--- src/rtl/vga_sync_decoder.sv ---
// Recovers hcount/vcount from an incoming VGA timing stream, locks onto it,
// and flags any sync/blank disagreement once locked.
module vga_sync_decoder #(
  parameter int HOR_TOTAL    = 1344,
  parameter int VER_TOTAL    = 806,
  parameter int HSYNC_START  = 1048,
  parameter int VSYNC_START  = 771,
  parameter int HBLANK_START = 1024,
  parameter int VBLANK_START = 768,
  parameter int LOCK_LINES   = 4
) (
  input  logic        clk,
  input  logic        rst,
  input  logic        hsync_in,
  input  logic        vsync_in,
  input  logic        hblnk_in,
  input  logic        vblnk_in,
  output logic [10:0] hcount,
  output logic [10:0] vcount,
  output logic        locked,
  output logic        frame_start,
  output logic        timing_err,
  output logic [7:0]  err_cnt,
  output logic [2:0]  state_dbg
);

  typedef enum logic [2:0] {
    ST_SEARCH  = 3'd0,
    ST_H_TRACK = 3'd1,
    ST_V_WAIT  = 3'd2,
    ST_V_TRACK = 3'd3,
    ST_LOCKED  = 3'd4
  } state_e;

  localparam logic [10:0] H_LAST  = 11'(HOR_TOTAL - 1);
  localparam logic [10:0] V_LAST  = 11'(VER_TOTAL - 1);
  localparam logic [10:0] H_SYNC  = 11'(HSYNC_START);
  localparam logic [10:0] V_SYNC  = 11'(VSYNC_START);
  localparam logic [10:0] H_BLANK = 11'(HBLANK_START);
  localparam logic [10:0] V_BLANK = 11'(VBLANK_START);
  localparam logic [2:0]  LOCK_N  = 3'(LOCK_LINES);

  logic        hsync_q, vsync_q, hblnk_q, vblnk_q;
  logic        hsync_prev_q, vsync_prev_q;
  logic [10:0] hcount_q, vcount_q;
  state_e      state_q, state_d;
  logic [2:0]  good_q, good_d;
  logic        frame_start_q, frame_start_d;
  logic        timing_err_q, timing_err_d;
  logic [7:0]  err_cnt_q, err_cnt_d;

  logic        hs_edge, vs_edge, h_wrap;
  logic [10:0] free_h, free_v, n_h, n_v;
  logic        h_bad, v_bad, blank_bad;

  assign hs_edge = hsync_q & ~hsync_prev_q;
  assign vs_edge = vsync_q & ~vsync_prev_q;

  // Free-running positions ignore the sync edges; edges are judged against them.
  assign free_h = (hcount_q == H_LAST) ? 11'd0 : hcount_q + 11'd1;
  assign h_wrap = (hcount_q == H_LAST) & ~hs_edge;

  always_comb begin
    free_v = vcount_q;
    if (h_wrap) free_v = (vcount_q == V_LAST) ? 11'd0 : vcount_q + 11'd1;
  end

  assign n_h = hs_edge ? H_SYNC : free_h;
  assign n_v = vs_edge ? V_SYNC : free_v;

  assign h_bad     = hs_edge & (free_h != H_SYNC);
  assign v_bad     = vs_edge & (free_v != V_SYNC);
  assign blank_bad = (hblnk_q != (n_h >= H_BLANK)) | (vblnk_q != (n_v >= V_BLANK));

  always_comb begin
    state_d      = state_q;
    good_d       = good_q;
    timing_err_d = 1'b0;
    unique case (state_q)
      ST_SEARCH: begin
        if (hs_edge) begin
          state_d = ST_H_TRACK;
          good_d  = 3'd0;
        end
      end
      ST_H_TRACK: begin
        if (hs_edge) begin
          if (h_bad) begin
            good_d = 3'd0;
          end else begin
            good_d = good_q + 3'd1;
            if (good_q + 3'd1 == LOCK_N) state_d = ST_V_WAIT;
          end
        end
      end
      ST_V_WAIT: begin
        if (h_bad) begin
          state_d = ST_H_TRACK;
          good_d  = 3'd0;
        end else if (vs_edge) begin
          state_d = ST_V_TRACK;
        end
      end
      ST_V_TRACK: begin
        if (h_bad) begin
          state_d = ST_H_TRACK;
          good_d  = 3'd0;
        end else if (vs_edge) begin
          state_d = v_bad ? ST_V_WAIT : ST_LOCKED;
        end
      end
      ST_LOCKED: begin
        // Several checks failing together still count as one error.
        if (h_bad | v_bad | blank_bad) begin
          timing_err_d = 1'b1;
          state_d      = ST_H_TRACK;
          good_d       = 3'd0;
        end
      end
      default: begin
        state_d = ST_SEARCH;
        good_d  = 3'd0;
      end
    endcase
  end

  assign err_cnt_d     = (timing_err_d && err_cnt_q != 8'hFF) ? err_cnt_q + 8'd1 : err_cnt_q;
  assign frame_start_d = (state_q == ST_LOCKED) && (n_h == 11'd0) && (n_v == 11'd0);

  always_ff @(posedge clk or posedge rst) begin
    if (rst) begin
      hsync_q       <= 1'b0;
      vsync_q       <= 1'b0;
      hblnk_q       <= 1'b0;
      vblnk_q       <= 1'b0;
      hsync_prev_q  <= 1'b0;
      vsync_prev_q  <= 1'b0;
      hcount_q      <= 11'd0;
      vcount_q      <= 11'd0;
      state_q       <= ST_SEARCH;
      good_q        <= 3'd0;
      frame_start_q <= 1'b0;
      timing_err_q  <= 1'b0;
      err_cnt_q     <= 8'd0;
    end else begin
      hsync_q       <= hsync_in;
      vsync_q       <= vsync_in;
      hblnk_q       <= hblnk_in;
      vblnk_q       <= vblnk_in;
      hsync_prev_q  <= hsync_q;
      vsync_prev_q  <= vsync_q;
      hcount_q      <= n_h;
      vcount_q      <= n_v;
      state_q       <= state_d;
      good_q        <= good_d;
      frame_start_q <= frame_start_d;
      timing_err_q  <= timing_err_d;
      err_cnt_q     <= err_cnt_d;
    end
  end

  assign hcount      = hcount_q;
  assign vcount      = vcount_q;
  assign locked      = (state_q == ST_LOCKED);
  assign frame_start = frame_start_q;
  assign timing_err  = timing_err_q;
  assign err_cnt     = err_cnt_q;
  assign state_dbg   = state_q;

endmodule

--- config.mk ---
export PLATFORM = sky130hd
export DESIGN_NAME = vga_sync_decoder
export DESIGN_NICKNAME = d
export VERILOG_FILES = /design/src/rtl/vga_sync_decoder.sv
export SDC_FILE = /design/constraint.sdc
export NUM_CORES = 1
export LEC_CHECK = 0
export CAP_MARGIN = 10
export CELL_PAD_IN_SITES_DETAIL_PLACEMENT = 1
export CELL_PAD_IN_SITES_GLOBAL_PLACEMENT = 1
export CORE_ASPECT_RATIO = 2
export CORE_MARGIN = 1.5
export CORE_UTILIZATION = 41
export DETAILED_ROUTE_END_ITERATION = 7
export GPL_ROUTABILITY_DRIVEN = 0
export MAX_ROUTING_LAYER = met4
export PLACE_DENSITY = 0.86
export SYNTH_ARGS = -nofsm -noshare
export SYNTH_HDL_FRONTEND = slang
export SYNTH_SLANG_ARGS = --single-unit
--- constraint.sdc ---
create_clock -name clk -period 3.21 [get_ports clk]
set_input_delay 0.321 -clock clk [delete_from_list [all_inputs] [get_ports clk]]
set_output_delay 0.321 -clock clk [all_outputs]
set_load 0.05 [all_outputs]
==> flow_summary.toml <==
[power]
p_per_area_nw_per_um2 = 460
leakagePower_uw = 0.00141
vdd_ir_drop_max_uv = 461

[timing]
max_freq_mhz = 326
period_minus_slack_ns = 3.06
fin_tns_setup_ns = 0
finClkSkew_ns = 0.00497
setup_viol = 0
hold_violations = 0
drv_slew = 0
whs_ns = 0.398
relSlewSlack = 0.342
tightest_slew_ns = 0.981
period_share = 0.955
grt_setup_unrepaired = "false"

[logic_synthesis]
synth_compound_area_frac = 0.148
synth_nets = 295
synth_xor_area_frac = 0.0601
synthCells = 283
ys_warn_count = 0
synthFlopType = "dfrtp_1"
async_flop_share = 1.00
synth_largest_area_cell = "dfrtp_1"
ys_seq_area_frac = 0.420
synth_cell_type_count = 59
yosys.area_share.adder = 0.0286
netlist_area_um2 = 2620
yosys.area_share.simple = 0.294
yosys-top-cells-area = "dfrtp_1 (42%), xnor2_1 (3.7%), o21ai_0 (3.2%)"
synth_top_area_frac = 0.420
syn_area_per_cell_um2 = 9.26
synth_top_family_by_area = "simple AND/OR/NAND/NOR gates"
synth_edf_count = 0
ys_seq_elements = 44
synth.area.mux_share = 0.0100

[cts]
cts_root_buffer = "clkbuf_16"
cts_made_buffers = 5
insertion_delay_ns = 0.29
path_clk_slew_ns = 0.06
cts_tree = "yes"
htree_levels = 2
clock-sinks = 44
clk_path_buf_depth = 2
post_cts_buffers = 0

[global_routing]
grt_pass1_wl_um = 13300
top_usage_layer = "met2"
grt_max_degree = 28
grt_pass1_vias = 2632
grtUsageMet3 = 0.0368
antenna_found_initial = 0
grt_use_total = 0.265
overflow = 0
met2_usage = 0.474
grt.met1_usage = 0.271

[worst_setup_path]
required_ns = 3.44
end_kind = "flip-flop"
cp.arrival_ns = 3.30
critPathMaxFanout = 10
startpoint_type = "flip-flop"
worstSetupPathType = "reg -> reg"

[drt]
dr.pass1.iters = 4
via_count = 2477
drtIter0Drc = 148
ant_nets = 0
avgRoutedWirePerCell_um = 19.4
drt-total-wl_um = 8220
drc = 0
vias_per_cell = 5.86

[min_path]
holdCritPathClass = "reg -> reg"

[floorplanning]
io-pin-count = 42
die_y_um = 116
die-area_um2 = 6910
rows = 41
die_w_um = 59.5
core_um2 = 6260
start_util = 0.419

[layout]
diodes = 0
layout_commonest_cell = "clkdlybuf4s50_1"
drive_gt1_frac = 0.136
final_cell_mix = "clkdlybuf4s50_1 (41), dfrtp_1 (40), nand2_1 (22)"
syn2layout_area_growth_pct = 29.3
final_nets = 348

[place]
hpwl_um = 6100
io_buffer_count = 41

[run]
max-cap-violations = 0

[status]
status = "complete, no violations"
cell families (layout without fill, tap and decap cells):
logic type,after synthesis,count (layout)
AOI/OAI and AO/OA,55,55
xor gates and xnor gates,18,18
adders and majority gates,6,6
buffers and inverters,22,76
DFF,44,44
muxes,2,2
and+or+nand+nor,136,136
per-layer routing:
metal  vias up  wire length [µm]  share of wire
met5         -                 0              0
met4         0               374          0.045
met3        31               211          0.026
met2        68              4730           0.57
met1      1239              2910           0.35
li1       1139                 -              -
flip-flops by register name (all words and copies together) (netlist names):
| signal | flops |
|---|---|
| hcount | 11 |
| vcount | 11 |
| err_cnt | 8 |
| good_q | 3 |
| state_dbg | 3 |
| frame_start | 1 |
| hblnk_q | 1 |
| hsync_prev_q | 1 |
| hsync_q | 1 |
| timing_err | 1 |
| vblnk_q | 1 |
| vsync_prev_q | 1 |
| vsync_q | 1 |
power breakdown:
part / switching (µW) / leakage, µW / internal, µW
clock network: 215 / 0.0000712 / 311
logic: 245 / 0.000792 / 133
registers: 61.5 / 0.000551 / 594
total: 521 / 0.00141 / 1040
stage by stage:
| stage | setup WS [ns] | cell area [µm²] | power, µW | utilization | cells |
|---|---|---|---|---|---|
| 4_1_cts | 0.0576 | 3360 | 1570 | 0.536 | 423 |
| 2_1_floorplan | 0.0199 | 2620 | 911 | - | 283 |
| 6_report | 0.146 | 3390 | 1560 | 0.541 | 423 |
| 3_3_place_gp | 0.163 | 3210 | 1020 | 0.513 | 415 |
| 3_5_place_dp | 0.0904 | 3210 | 1040 | 0.513 | 415 |
| 5_1_grt | 0.0121 | 3390 | 1620 | 0.541 | 423 |
final timing paths:
kind                            from           end  slack, ns  cells after the start
min in group asynchronous        rst     hcount[1]       0.45                      2
max in group asynchronous        rst  state_dbg[0]       2.03                      3
hold / removal               hsync_q  hsync_prev_q       0.40                      0
hold reg to reg              hsync_q  hsync_prev_q       0.40                      0
setup / recovery           vcount[6]     good_q[0]       0.15                     10
setup reg to reg           vcount[6]     good_q[0]       0.15                     10
layout make-up:
cell class	instances	area (µm²)
fill	744	2870
timing repair buffer	59	546
sequential	44	1110
clock buffer	8	146
inverter	9	33.8
tap	86	108
multi-input combinational	217	1450
synthesized netlist by cell type, types with 4 or more instances:
library cell  number
nor3_1             9
inv_1              8
xor2_1             7
and2_1             7
o21ai_0           17
clkbuf_1           8
nand4_1            9
nand2_1           22
nor4_1             7
a21oi_1            8
nor2_1            21
ha_1               6
and3_1            12
nand3_1           15
a31oi_1            4
dfrtp_1           44
nor2b_1            6
nand2b_1           4
xnor2_1           11
what timing repair did:
action                     CTS  global route
setup endpoints to repair    0            11
hold buffers                 0             0
resized for setup            0             7
critical path, stage by stage, from the launching register on:
cell and delay, ns:
dfrtp_1 0.44, or4_4 0.54, or3_4 0.42, a211oi_2 0.21
o22ai_2 0.14, a211oi_2 0.26, xor2_1 0.29, nand3b_1 0.15
buf_4 0.20, o22ai_4 0.17, mux2_4 0.17
(Power assumes the default switching activity.)
